### src/rtl/fetch_pkg.sv
`default_nettype none
// ============================================================================
// Module      : fetch_pkg
// Description : Shared types and constants for the instruction-fetch block:
//               FSM state encoding, the canonical NOP, the PC increment and a
//               word-alignment helper.
// Revision    : 1.0 - initial release
// ============================================================================
package fetch_pkg;

  typedef logic [1:0] fetch_state_t;

  localparam fetch_state_t ST_IDLE = 2'd0;  // nothing requested, waiting for credit
  localparam fetch_state_t ST_REQ  = 2'd1;  // icache_req asserted
  localparam fetch_state_t ST_WAIT = 2'd2;  // request accepted, response wanted
  localparam fetch_state_t ST_DROP = 2'd3;  // request accepted, response unwanted

  localparam logic [31:0] NOP_INST = 32'h0000_0013;  // addi x0, x0, 0
  localparam logic [31:0] PC_INC   = 32'd4;

  function automatic logic [31:0] word_align(input logic [31:0] a);
    return a & ~32'h3;
  endfunction

endpackage
`default_nettype wire

### src/rtl/fetch_buf.sv
`default_nettype none
// ============================================================================
// Module      : fetch_buf
// Description : Small synchronous FIFO holding {pc, instruction} pairs
//               between the I-cache response and the IF/ID register.
//               clear wins over push and pop in the same cycle.
// Ports       : clk, rst_n (async, active-low)
//               push/din   - write one entry
//               pop/dout   - dout shows the head entry; pop removes it
//               clear      - empty the FIFO
//               count      - current occupancy (0..DEPTH)
// Revision    : 1.0 - initial release
// ============================================================================
module fetch_buf #(
  parameter  int DEPTH = 2,
  parameter  int WIDTH = 64,
  localparam int AW    = $clog2(DEPTH),
  localparam int CW    = AW + 1
) (
  input  logic             clk,
  input  logic             rst_n,
  input  logic             push,
  input  logic             pop,
  input  logic             clear,
  input  logic [WIDTH-1:0] din,
  output logic [WIDTH-1:0] dout,
  output logic [CW-1:0]    count
);

  logic [WIDTH-1:0] mem_q [DEPTH];
  logic [AW-1:0]    rd_ptr_q, rd_ptr_d;
  logic [AW-1:0]    wr_ptr_q, wr_ptr_d;
  logic [CW-1:0]    count_q, count_d;
  logic             do_push, do_pop;

  always_comb begin
    // Guard against over/underflow even though the controller never asks.
    do_push  = push && (count_q != CW'(DEPTH));
    do_pop   = pop && (count_q != '0);
    rd_ptr_d = rd_ptr_q;
    wr_ptr_d = wr_ptr_q;
    count_d  = count_q;
    if (clear) begin
      rd_ptr_d = '0;
      wr_ptr_d = '0;
      count_d  = '0;
    end else begin
      // DEPTH is a power of two, so pointers wrap naturally.
      if (do_push) wr_ptr_d = wr_ptr_q + AW'(1);
      if (do_pop)  rd_ptr_d = rd_ptr_q + AW'(1);
      case ({do_push, do_pop})
        2'b10:   count_d = count_q + CW'(1);
        2'b01:   count_d = count_q - CW'(1);
        default: count_d = count_q;
      endcase
    end
  end

  always_ff @(posedge clk or negedge rst_n) begin
    if (!rst_n) begin
      rd_ptr_q <= '0;
      wr_ptr_q <= '0;
      count_q  <= '0;
    end else begin
      rd_ptr_q <= rd_ptr_d;
      wr_ptr_q <= wr_ptr_d;
      count_q  <= count_d;
    end
  end

  // Storage needs no reset: an entry is only read once it has been written.
  always_ff @(posedge clk) begin
    if (do_push && !clear) mem_q[wr_ptr_q] <= din;
  end

  assign dout  = mem_q[rd_ptr_q];
  assign count = count_q;

endmodule
`default_nettype wire

### src/rtl/fetch_ctrl.sv
`default_nettype none
// ============================================================================
// Module      : fetch_ctrl
// Description : Instruction-fetch sequencer. Issues one I-cache read at a
//               time, buffers returned words with their PC in fetch_buf and
//               drives the IF/ID register. Honours stall and redirect.
// Ports       : clk, rst_n (async, active-low)
//               icache_req/addr/ready  - request handshake
//               icache_valid/rdata     - response
//               stall_i, redirect_i, redirect_pc - pipeline control
//               id_valid/id_inst/id_pc - IF/ID register
//               perf_stall_cyc/perf_flush_cnt/perf_bubble_cnt
//                                      - only with FETCH_PERF_CNT_EN
// Config      : define FETCH_PERF_CNT_EN to add saturating perf counters
//               (parameter CNT_W sets their width).
// Revision    : 1.0 - initial release
// ============================================================================
module fetch_ctrl
  import fetch_pkg::*;
#(
  parameter logic [31:0] RESET_PC  = 32'h0000_0000,
  parameter int          BUF_DEPTH = 2
`ifdef FETCH_PERF_CNT_EN
  , parameter int        CNT_W     = 32
`endif
) (
  input  logic        clk,
  input  logic        rst_n,
  output logic        icache_req,
  output logic [31:0] icache_addr,
  input  logic        icache_ready,
  input  logic        icache_valid,
  input  logic [31:0] icache_rdata,
  input  logic        stall_i,
  input  logic        redirect_i,
  input  logic [31:0] redirect_pc,
  output logic        id_valid,
  output logic [31:0] id_inst,
  output logic [31:0] id_pc
`ifdef FETCH_PERF_CNT_EN
  , output logic [CNT_W-1:0] perf_stall_cyc
  , output logic [CNT_W-1:0] perf_flush_cnt
  , output logic [CNT_W-1:0] perf_bubble_cnt
`endif
);

  localparam int CW = $clog2(BUF_DEPTH) + 1;

  fetch_state_t state_q, state_d;
  logic [31:0]  pc_q, pc_d;
  logic         id_valid_q, id_valid_d;
  logic [31:0]  id_inst_q, id_inst_d;
  logic [31:0]  id_pc_q, id_pc_d;

  logic [CW-1:0] buf_count;
  logic [63:0]   buf_dout, buf_din;
  logic          buf_push, buf_pop;
  logic [CW:0]   cnt_after_push;
  logic          can_issue, can_issue_after_push, load_slot;

  always_comb begin
    // In IDLE nothing is outstanding, so credit is simply free buffer space.
    can_issue      = buf_count < CW'(BUF_DEPTH);
    load_slot      = !redirect_i && !stall_i;
    buf_pop        = load_slot && (buf_count != '0);
    cnt_after_push = {1'b0, buf_count} + (CW+1)'(1) - {{CW{1'b0}}, buf_pop};
    can_issue_after_push = cnt_after_push < (CW+1)'(BUF_DEPTH);
    // pc has already advanced past the accepted address while in WAIT.
    buf_din  = {pc_q - PC_INC, icache_rdata};
    buf_push = 1'b0;
    state_d  = state_q;
    pc_d     = pc_q;

    case (state_q)
      ST_IDLE: begin
        if (redirect_i || can_issue) state_d = ST_REQ;
      end
      ST_REQ: begin
        if (icache_ready) begin
          pc_d    = pc_q + PC_INC;
          state_d = redirect_i ? ST_DROP : ST_WAIT;
        end
      end
      ST_WAIT: begin
        if (icache_valid) begin
          if (redirect_i) begin
            state_d = ST_REQ;
          end else begin
            buf_push = 1'b1;
            state_d  = can_issue_after_push ? ST_REQ : ST_IDLE;
          end
        end else if (redirect_i) begin
          state_d = ST_DROP;
        end
      end
      ST_DROP: begin
        if (icache_valid) state_d = ST_REQ;
      end
      default: state_d = ST_IDLE;
    endcase

    if (redirect_i) pc_d = word_align(redirect_pc);

    id_valid_d = id_valid_q;
    id_inst_d  = id_inst_q;
    id_pc_d    = id_pc_q;
    if (redirect_i) begin
      id_valid_d = 1'b0;
      id_inst_d  = NOP_INST;
    end else if (!stall_i) begin
      if (buf_count != '0) begin
        id_valid_d = 1'b1;
        id_inst_d  = buf_dout[31:0];
        id_pc_d    = buf_dout[63:32];
      end else begin
        id_valid_d = 1'b0;
        id_inst_d  = NOP_INST;
      end
    end
  end

  always_ff @(posedge clk or negedge rst_n) begin
    if (!rst_n) begin
      state_q    <= ST_IDLE;
      pc_q       <= RESET_PC;
      id_valid_q <= 1'b0;
      id_inst_q  <= NOP_INST;
      id_pc_q    <= 32'h0;
    end else begin
      state_q    <= state_d;
      pc_q       <= pc_d;
      id_valid_q <= id_valid_d;
      id_inst_q  <= id_inst_d;
      id_pc_q    <= id_pc_d;
    end
  end

  fetch_buf #(
    .DEPTH (BUF_DEPTH),
    .WIDTH (64)
  ) u_buf (
    .clk   (clk),
    .rst_n (rst_n),
    .push  (buf_push),
    .pop   (buf_pop),
    .clear (redirect_i),
    .din   (buf_din),
    .dout  (buf_dout),
    .count (buf_count)
  );

  assign icache_req  = (state_q == ST_REQ);
  assign icache_addr = pc_q;
  assign id_valid    = id_valid_q;
  assign id_inst     = id_inst_q;
  assign id_pc       = id_pc_q;

`ifdef FETCH_PERF_CNT_EN
  logic [CNT_W-1:0] stall_cyc_q, stall_cyc_d;
  logic [CNT_W-1:0] flush_cnt_q, flush_cnt_d;
  logic [CNT_W-1:0] bubble_cnt_q, bubble_cnt_d;

  always_comb begin
    stall_cyc_d  = stall_cyc_q;
    flush_cnt_d  = flush_cnt_q;
    bubble_cnt_d = bubble_cnt_q;
    if (stall_i && (stall_cyc_q != '1))                   stall_cyc_d  = stall_cyc_q + CNT_W'(1);
    if (redirect_i && (flush_cnt_q != '1))                flush_cnt_d  = flush_cnt_q + CNT_W'(1);
    if (load_slot && (buf_count == '0) && (bubble_cnt_q != '1))
                                                          bubble_cnt_d = bubble_cnt_q + CNT_W'(1);
  end

  always_ff @(posedge clk or negedge rst_n) begin
    if (!rst_n) begin
      stall_cyc_q  <= '0;
      flush_cnt_q  <= '0;
      bubble_cnt_q <= '0;
    end else begin
      stall_cyc_q  <= stall_cyc_d;
      flush_cnt_q  <= flush_cnt_d;
      bubble_cnt_q <= bubble_cnt_d;
    end
  end

  assign perf_stall_cyc  = stall_cyc_q;
  assign perf_flush_cnt  = flush_cnt_q;
  assign perf_bubble_cnt = bubble_cnt_q;
`endif

endmodule
`default_nettype wire

### config.mk
export PLATFORM = sky130hd
export DESIGN_NAME = fetch_ctrl
export DESIGN_NICKNAME = d
export VERILOG_FILES = /design/src/rtl/fetch_pkg.sv /design/src/rtl/fetch_buf.sv /design/src/rtl/fetch_ctrl.sv
export SDC_FILE = /design/constraint.sdc
export NUM_CORES = 1
export LEC_CHECK = 0
export BUFFER_PORTS_ARGS = -buffer_cell sky130_fd_sc_hd__buf_2
export CORE_MARGIN = 5
export CORE_UTILIZATION = 35
export DETAILED_ROUTE_END_ITERATION = 10
export GPL_ROUTABILITY_DRIVEN = 0
export HOLD_SLACK_MARGIN = 0.1
export SLEW_MARGIN = 20
export SYNTH_ARGS = -nofsm -noshare
export SYNTH_HDL_FRONTEND = slang
export SYNTH_SLANG_ARGS = --single-unit
### constraint.sdc
create_clock -name clk -period 6.6 [get_ports clk]
set_input_delay 0 -clock clk [delete_from_list [all_inputs] [get_ports clk]]
set_output_delay 0 -clock clk [all_outputs]
set_load 0.03 [all_outputs]
==> impl_metrics.tcl, run 1 <==
set metrics [dict create \
    finalMaxSlewViolations 0 \
    post_drt_wl_per_cell_um 16.3 \
    antenna_cells 0 \
    fin_setup_tns_ns 0 \
    fin_worst_skew_ns 0.00857 \
    min_period_ns 2.64 \
    clk_pin_slew_worst_paths_ns 0.06 \
    critPathSlowestCell "nor3b_1" \
    rows 60 \
    critPathKind "reg2reg" \
    final_hold_viol_count 0 \
    synth-simple-area-share_pct 12.5 \
    maxCapViolations 0 \
    fin_nets 1066 \
    synth-adder-area-share_pct 0.799 \
    overflow 0 \
    placed_cells 1213 \
    grt_pass1_wl_um 35800 \
    synthArstFlopShare_pct 44.4 \
    synth.distinct_cells 48 \
    root_buffer "clkbuf_16" \
    final_cells 1350 \
    critPathArrivalTime_ns 2.87 \
    muxShareOfSynthArea_pct 6.82 \
    critPathLaunchType "register" \
    path_cells "inv_1 > ha_1 > nor3b_1 > nand3_1 > nor4_1 > xnor2_1" \
    vias_per_cell 4.91 \
    hp-class "in2reg" \
    area_growth_pct 30.8 \
    syn_area_per_cell_um2 12.4 \
    utilization_pct 46.0 \
    synth_area_um2 9390 \
    die_area_um2 30200 \
    grt_max_degree 70 \
    num_io_pins 168 \
    ff2ff_setup_slack_ns 3.96 \
    portBuffers 161 \
    power_leakage_nw 4.78 \
    end_kind "register" \
    relSlewSlack_pct 31.8 \
    synth_ff_type "edfxtp_1" \
    via_count 6624 \
    drcViolationCount 0 \
    grt_util_all_layers_pct 14.5 \
    hpwl_um 14100 \
    status "complete, no violations" \
    ys_seq_area_share_pct 66.1 \
    synth_xor_area_share_pct 3.45 \
    setup_viol 0 \
    drt_iter0_markers 361 \
    cellPowerDensity_nw_per_um2 330 \
    crit_path_max_fanout 9 \
    design_area_um2 12300 \
    yosys_warnings 0 \
    max_freq_mhz 379 \
    synth_top_family_by_area "simple AND/OR/NAND/NOR gates" \
    crit_buf_inv 1 \
    die_y_um 174 \
    worst_slew_pin_slew_ns 1.02 \
    cts_tree "done" \
    place_area_um2 10500 \
    max_stage_delay_ns 0.60 \
    die_x_um 174 \
    start_util_pct 35.1 \
    synth-edff-count 124 \
    rsz0062_at_grt "no" \
    drt_first_pass_iters 5 \
    cts_max_level 1 \
    period_share_pct 40.0 \
    cts.path.max_buffers 3 \
    cp_top_family "simple AND/OR/NAND/NOR gates" \
    drive_gt1_share_pct 22.2 \
    post_cts_resized 0 \
    ir_drop_mv 0.171 \
    required_ns 6.83 \
    synth_compound_area_share_pct 7.35 \
    ant_nets 0 \
    cts_sinks 223 \
    synth.ff_latch_count 223 \
    numCtsBuffers 25 \
    clk_latency_ns 0.51 \
    synth_cells 757 \
    antenna_found_initial 0 \
    coreArea_um2 26700 \
    grt_pass1_vias 6645 \
    routed_wl_um 22100 \
]
==> worst paths after layout <==
path	end	cells after the start	from
min	u_buf.mem_q[1][4]$_DFFE_PP_	2	icache_rdata[4]
max in group asynchronous	u_buf.rd_ptr_q$_DFFE_PN0P_	4	rst_n
max reg2reg	u_buf.mem_q[0][52]$_DFFE_PP_	6	icache_addr[2]$_DFFE_PN0P_
min in group asynchronous	id_inst[4]$_DFFE_PN1P_	3	rst_n
min reg2reg	id_valid$_DFFE_PN0P_	2	id_valid$_DFFE_PN0P_
max	u_buf.mem_q[0][52]$_DFFE_PP_	6	icache_addr[2]$_DFFE_PN0P_
==> through the flow <==
| step | hold slack, ns | setup WS [ns] | power [W] |
|---|---|---|---|
| floorplan | -0.296 | 2.51 | 0.00229 |
| global placement | -0.0224 | 3.80 | 0.00257 |
| detailed placement | -0.0221 | 3.78 | 0.00258 |
| CTS | 0.187 | 3.76 | 0.00411 |
| global route | 0.206 | 3.72 | 0.00425 |
| finish | 0.216 | 3.96 | 0.00405 |
==> report_power, final <==
part | internal [W] | switching, W
sequential | 0.00164 | 0.000118
clock | 0.000924 | 0.000538
combinational | 0.000280 | 0.000556
==> flip-flops by register name, indices dropped and copies added (netlist names) <==
signal and cells:
icache_addr 30, id_inst 32, id_pc 30, id_valid 1, state_q 2, u_buf.count 2, u_buf.mem_q 124, u_buf.rd_ptr_q 1
u_buf.wr_ptr_q 1
==> area by class of cell <==
| type | instances | area (µm²) |
|---|---|---|
| Timing Repair Buffer | 258 | 1770 |
| Inverter | 11 | 41.3 |
| Clock buffer | 30 | 674 |
| Tap cell | 341 | 427 |
| Fill cell | 2419 | 14400 |
| Multi-Input combinational cell | 471 | 2950 |
| Clock inverter | 16 | 216 |
| Sequential cell | 223 | 6210 |
==> worst register-to-register path: stages (launching register included) <==
cell and delay [ns]:
dfrtp_1 0.45, inv_1 0.16, ha_1 0.19, nor3b_1 0.60, nand3_1 0.43, nor4_1 0.35, xnor2_1 0.18
==> cell families (layout without fill, tap and decap cells) <==
logic type,after synthesis,in the layout
flops,223,223
other cells,1,4
fa+ha+maj,6,6
simple gates,240,240
mux,64,64
xor+xnor,37,37
buf+inv,66,315
compound gates,120,120
==> cell usage in the layout (no fill, tap or decap), types with 5 or more instances in the layout <==
cell type / Yosys / routed
dfrtp_1: 96 / 95
buf_4: 5 / 7
or4_1: 18 / 18
or3_1: 5 / 5
nand4_1: 10 / 10
a31oi_1: 11 / 11
mux2i_1: 64 / 64
nor3_1: 9 / 8
nand3_1: 23 / 23
bufinv_16: 0 / 5
nor2_1: 64 / 62
clkbuf_16: 0 / 25
ha_1: 6 / 6
a21oi_1: 35 / 35
edfxtp_1: 124 / 124
nand2_1: 71 / 70
dlygate4sd3_1: 0 / 90
o21ai_0: 48 / 48
buf_2: 7 / 160
and3_1: 5 / 5
clkinv_2: 0 / 5
xnor2_1: 15 / 15
o31ai_1: 10 / 10
inv_1: 11 / 11
o211ai_1: 6 / 6
xor2_1: 22 / 22
nor4_1: 13 / 13
==> cells in the mapped netlist, types with 3 or more instances <==
cell      count  area share, %
nand2b_1      4           0.27
and4_1        3           0.28
clkbuf_1     36            1.4
or4_1        18            1.4
dfstp_2       3           0.84
xnor2_1      15            1.4
nor4_1       13           0.87
and3_1        5           0.33
nor3_1        9           0.48
o21ai_0      48            2.6
buf_2         7           0.37
mux2i_1      64            6.8
a31oi_1      11           0.73
edfxtp_1    124             40
nor2b_1       5           0.33
nand3_1      23            1.2
dfrtp_1      96             26
o211ai_1      6           0.48
or3_1         5           0.33
ha_1          6           0.80
xor2_1       22            2.1
buf_1         6           0.24
o31ai_1      10           0.80
nor2_1       64            2.6
a21oi_1      35            1.9
nor3b_1       4           0.32
buf_4         5           0.40
nand2_1      71            2.8
nand4_1      10           0.67
inv_1        11           0.44
==> per-layer routing <==
layer / wire, µm / track usage [%] / up-vias
met5: 0 / 0 / -
met4: 387 / 3.53 / 0
met3: 1240 / 2.77 / 31
met2: 10600 / 24.4 / 184
met1: 9860 / 19.4 / 3172
li1: - / - / 3237
==> timing repair <==
| item | 4_1_cts | 5_1_grt |
|---|---|---|
| hold endpoints to repair | 133 | 0 |
| hold buffers | 91 | 0 |
| setup buffers | 0 | 0 |
Power figures use the tool's default switching activity.
==> inputs of run 2 (changes only) <==
--- a/config.mk
+++ b/config.mk
@@ -5,6 +5,7 @@
 export SDC_FILE = /design/constraint.sdc
 export NUM_CORES = 1
 export LEC_CHECK = 0
+export ABC_AREA = 1
 export BUFFER_PORTS_ARGS = -buffer_cell sky130_fd_sc_hd__buf_2
 export CORE_MARGIN = 5
 export CORE_UTILIZATION = 35
==> constraint.sdc (replaced) <==
create_clock -name clk -period 2.1 [get_ports clk]
set_input_delay 0 -clock clk [delete_from_list [all_inputs] [get_ports clk]]
set_output_delay 0 -clock clk [all_outputs]
set_load 0.03 [all_outputs]
==> impl_metrics.tcl, run 2 <==
set metrics [dict create \
    cts_sinks 223 \
    worst_slew_pin_slew_ns 0.539 \
    coreArea_um2 28500 \
    antenna_found_initial 0 \
    yosys_warnings 0 \
    fin_setup_tns_ns 0 \
    ys_top_cells_by_area "edfxtp_1 37%, dfrtp_1 24%, nand2_1 10%, nor2_1 4.2%, mux2i_1 2.9%" \
    place_area_um2 11300 \
    relSlewSlack_pct 64.1 \
    post_drt_wl_per_cell_um 15.9 \
    vias_per_cell 4.71 \
    synth_ff_type "edfxtp_1" \
    maxCapViolations 0 \
    synth_top_area_cell "edfxtp_1" \
    end_kind "register" \
    overflow 0 \
    mostFrequentLayoutCells "268 x nand2_1, 160 x buf_2, 124 x edfxtp_1" \
    drt_iter0_markers 546 \
    synth.most_common_cell "nand2_1" \
    utilization_pct 45.4 \
    ir_drop_mv 0.646 \
    setup_viol 0 \
    routed_wl_um 26000 \
    start_util_pct 35.2 \
    ant_nets 0 \
    die_x_um 179 \
    largest_register_ffs 124 \
    synth.distinct_cells 41 \
    grt_pass1_vias 7536 \
    drt_first_pass_iters 5 \
    power_leakage_nw 5.40 \
    fin_nets 1308 \
    root_buffer "clkbuf_16" \
    status "complete, no violations" \
    portBuffers 161 \
    critPathArrivalTime_ns 2.13 \
    via_count 7703 \
    required_ns 2.37 \
    die_area_um2 32100 \
    clk_pin_slew_worst_paths_ns 0.06 \
    regArea_um2 6210 \
    synth.ff_latch_count 223 \
    yosysTopAreaCellShare_pct 37.1 \
    critPathLaunchType "register" \
    synth_cells 1001 \
    grt_max_degree 47 \
    design_area_um2 12900 \
    antenna_cells 0 \
    critPathKind "reg2reg" \
    max_freq_mhz 537 \
    grt_util_all_layers_pct 16.0 \
    rows 62 \
    fin_worst_skew_ns 0.0176 \
    min_period_ns 1.86 \
    period_share_pct 88.7 \
    grt_pass1_wl_um 40800 \
    synth-edff-count 124 \
    numCtsBuffers 25 \
    synth_area_um2 10000 \
    multi_input_area_um2 3350 \
    area_growth_pct 29.0 \
    hp-class "in2reg" \
    synth_common_cells "268 x nand2_1, 124 x edfxtp_1, 113 x nor2_1" \
    cts.path.max_buffers 3 \
    ys_seq_area_share_pct 61.8 \
    drive_gt1_share_pct 21.8 \
    num_io_pins 168 \
    clk_latency_ns 0.53 \
    drcViolationCount 0 \
    mostFrequentLayoutCell "nand2_1" \
    finalMaxSlewViolations 0 \
    syn_area_per_cell_um2 10.0 \
    n_fill_cell 2683 \
    crit_path_max_fanout 8 \
    power_w 0.0149 \
    hpwl_um 17900 \
    cellPowerDensity_nw_per_um2 1150 \
    final_hold_viol_count 0 \
    die_y_um 179 \
    rsz0062_at_grt "no" \
    cts_max_level 1 \
    cts_tree "done" \
    regMostFlops "u_buf.mem_q" \
    post_cts_resized 0 \
    synthArstFlopShare_pct 44.4 \
]
## run 2: cell count changes after synthesis, sizes merged, moves of 20 or more
cell    before  now
nor2        64  131
nand3       24   44
nand2       71  277
clkbuf      37   14
inv         11   65
mux2i       64   29
a31oi       11   31
## run 2: final timing paths
kind                                       startpoint  cells past startpoint                           end  slack [ns]
max in group asynchronous                       rst_n                      4   icache_addr[22]$_DFFE_PN0P_        1.19
min in group asynchronous                       rst_n                      4       id_inst[13]$_DFFE_PN0P_        0.56
max                        icache_addr[2]$_DFFE_PN0P_                      8  u_buf.mem_q[0][62]$_DFFE_PP_        0.24
min                                   icache_rdata[5]                      2   u_buf.mem_q[1][5]$_DFFE_PP_        0.20
min reg2reg                      id_valid$_DFFE_PN0P_                      2          id_valid$_DFFE_PN0P_        0.48
max reg2reg                icache_addr[2]$_DFFE_PN0P_                      8  u_buf.mem_q[0][62]$_DFFE_PP_        0.24
## run 2: area by class of cell
cell class | count | area share [%]
clock inverters | 17 | 1.99
repair buffers | 252 | 13.4
inverters | 66 | 1.91
well taps | 384 | 3.71
multi-input cells | 664 | 25.9
clock buffers | 29 | 5.11
flip-flops and latches | 223 | 48.0
## run 2: through the flow
step	hold slack [ns]	setup WS [ns]	std cells
3_3_place_gp	-0.00456	0.291	1519
4_1_cts	0.169	0.220	1635
5_1_grt	0.180	0.0916	1635
2_1_floorplan	-0.296	-0.160	1004
3_5_place_dp	-0.00377	0.223	1519
6_report	0.199	0.238	1635
## run 2: logic make-up (layout without fill, tap and decap cells)
logic type,Yosys count,count (layout),synth area share (%)
other,1,4,0.0374
AO/OA/AOI/OAI,129,129,7.12
XOR/XNOR,23,23,2.01
AND/OR/NAND/NOR,473,473,20.1
adder cells (fa/ha/maj),6,6,0.748
buffers and inverters,117,364,5.25
flip-flops,223,223,61.8
multiplexers,29,29,2.89
## run 2: worst max-delay path, stage by stage (launching register included)
cell and delay (ns):
dfrtp_1 0.43, inv_2 0.18, ha_1 0.22, nand2_2 0.11
nor2_4 0.21, nand2_2 0.12, nor2_2 0.12, nand2_1 0.07
xor2_1 0.15
## run 2: report_power, final
part / internal [W] / switching [W]
sequential: 0.00531 / 0.000574
clock: 0.00301 / 0.00180
combinational: 0.00125 / 0.00290
## run 2: timing repair
item	4_1_cts	5_1_grt
endpoints found under the hold margin	204	0
buffers inserted	0	0
hold buffers	70	0
## run 2: metal layers
metal | routed length [µm] | track usage [%]
met1 | 11600 | 22.1
met2 | 11900 | 26.3
met3 | 1960 | 3.35
met4 | 529 | 3.55
met5 | 0 | 0
==> inputs of run 3 (changes only) <==
--- a/config.mk
+++ b/config.mk
@@ -12,6 +12,7 @@
 export DETAILED_ROUTE_END_ITERATION = 10
 export GPL_ROUTABILITY_DRIVEN = 0
 export HOLD_SLACK_MARGIN = 0.1
+export REMOVE_ABC_BUFFERS = 1
 export SLEW_MARGIN = 20
 export SYNTH_ARGS = -nofsm -noshare
 export SYNTH_HDL_FRONTEND = slang
==> impl_metrics.tcl, run 3 (synthesized netlist as in run 2, its figures left out) <==
set metrics [dict create \
    status "complete, no violations" \
    cts_sinks 223 \
    die_area_um2 32100 \
    rsz0062_at_grt "no" \
    place_area_um2 11300 \
    grt_max_degree 63 \
    fin_worst_skew_ns 0.00845 \
    root_buffer "clkbuf_16" \
    startpoint "state_q[0]$_DFFE_PN0P_" \
    portBuffers 161 \
    cts.path.max_buffers 3 \
    cellPowerDensity_nw_per_um2 1120 \
    mostFrequentLayoutCell "nand2_1" \
    die_y_um 179 \
    crit_buf_inv 3 \
    regMostFlops "u_buf.mem_q" \
    post_drt_wl_per_cell_um 15.5 \
    fin_nets 1304 \
    finalMaxSlewViolations 0 \
    ir_drop_mv 0.561 \
    hpwl_um 17100 \
    cts_tree "done" \
    cts_setup_buffers 0 \
    numCtsBuffers 25 \
    clk_pin_slew_worst_paths_ns 0.06 \
    power_w 0.0144 \
    whs_ns 0.208 \
    critPathSlowestCell "dlygate4sd3_1" \
    period_share_pct 90.7 \
    maxCapViolations 0 \
    critPathArrivalTime_ns 2.34 \
    met3_usage_pct 2.45 \
    ant_nets 0 \
    path_cells "inv_1 > ha_1 > nand2_1 > inv_1 > nand2_1 > o2111ai_1 > dlygate4sd3_1 > nor2_1 > a21oi_1" \
    min_from "icache_rdata[12]" \
    fin_setup_tns_ns 0 \
    n_fill_cell 2703 \
    crit_path_max_fanout 4 \
    vias_per_cell 4.70 \
    largest_register_ffs 124 \
    via_count 7664 \
    required_ns 2.54 \
    cp_top_family "buffers and inverters" \
    grt_pass1_vias 7480 \
    grt_util_all_layers_pct 15.3 \
    max_stage_delay_ns 0.64 \
    drt_iter0_markers 552 \
    antenna_cells 0 \
    reg2reg_from "state_q[0]$_DFFE_PN0P_" \
    antenna_found_initial 0 \
    num_io_pins 168 \
    grtUsageMet1_pct 20.8 \
    drt_first_pass_iters 7 \
    grtUsageMet2_pct 25.5 \
    cts_max_level 1 \
    drcViolationCount 0 \
    power_leakage_nw 5.34 \
    start_util_pct 35.2 \
    rows 62 \
    overflow 0 \
    setup_viol 0 \
    die_x_um 179 \
    drive_gt1_share_pct 20.8 \
    routed_wl_um 25300 \
    final_hold_viol_count 0 \
    relSlewSlack_pct 62.9 \
    coreArea_um2 28500 \
    worst_slew_pin_slew_ns 0.556 \
    critPathLaunchType "register" \
    min_period_ns 1.91 \
    max_freq_mhz 525 \
    hp-class "in2reg" \
    design_area_um2 12800 \
    busiest_layer "met2" \
    area_growth_pct 27.9 \
    grt_pass1_wl_um 39300 \
    critPathKind "reg2reg" \
    clk_latency_ns 0.52 \
    utilization_pct 45.1 \
    mostFrequentLayoutCells "268 x nand2_1, 160 x buf_2, 124 x edfxtp_1" \
    end_kind "register" \
]
## run 3: cell count changes in the layout (fill, tap and decap cells not counted), sizes merged
cell    before  now
bufinv       6    3
buf        183  178
clkinv       9    3
clkbuf      29   40
inv         67   66
## run 3: final timing paths
path	end	slack [ns]	depth (start not counted)
min in group asynchronous	id_inst[1]$_DFFE_PN1P_	0.63	3
max reg2reg	state_q[0]$_DFFE_PN0P_	0.19	9
max	state_q[0]$_DFFE_PN0P_	0.19	9
min	u_buf.mem_q[0][12]$_DFFE_PP_	0.21	2
max in group asynchronous	icache_addr[8]$_DFFE_PN0P_	1.17	4
min reg2reg	id_valid$_DFFE_PN0P_	0.47	2
## run 3: repair_timing
action,4_1_cts,5_1_grt
hold buffers,70,0
endpoints found under the hold margin,206,0
gates resized for setup,0,1
endpoints found under the setup margin,0,93
## run 3: per-stage QoR
| stage | std cells | setup slack (ns) |
|---|---|---|
| after floorplan | 953 | -1.96 |
| after global placement | 1514 | 0.178 |
| after detailed placement | 1514 | 0.131 |
| after CTS | 1630 | 0.126 |
| after global routing | 1631 | 0.0378 |
| final | 1631 | 0.195 |
## run 3: area by class of cell
class / instances / area (µm²) / area share, %
clock buffers: 39 / 718 / 5.60
multi-input cells: 664 / 3330 / 26.0
repair buffers: 248 / 1730 / 13.5
well taps: 384 / 480 / 3.75
flip-flops and latches: 223 / 6210 / 48.4
inverters: 66 / 248 / 1.93
clock inverters: 7 / 120 / 0.936
## run 3: per-layer routing
| metal | vias to the layer above | wire, µm |
|---|---|---|
| li1 | 3790 | - |
| met4 | 0 | 663 |
| met3 | 41 | 1510 |
| met2 | 235 | 11600 |
| met1 | 3598 | 11500 |
| met5 | - | 0 |
## run 3: report_power, final
| part | switching [W] | internal [W] | leakage (nW) |
|---|---|---|---|
| combinational | 0.00287 | 0.00125 | 2.63 |
| sequential | 0.000544 | 0.00532 | 2.30 |
| clock | 0.00170 | 0.00272 | 0.404 |
| total | 0.00512 | 0.00928 | 5.34 |
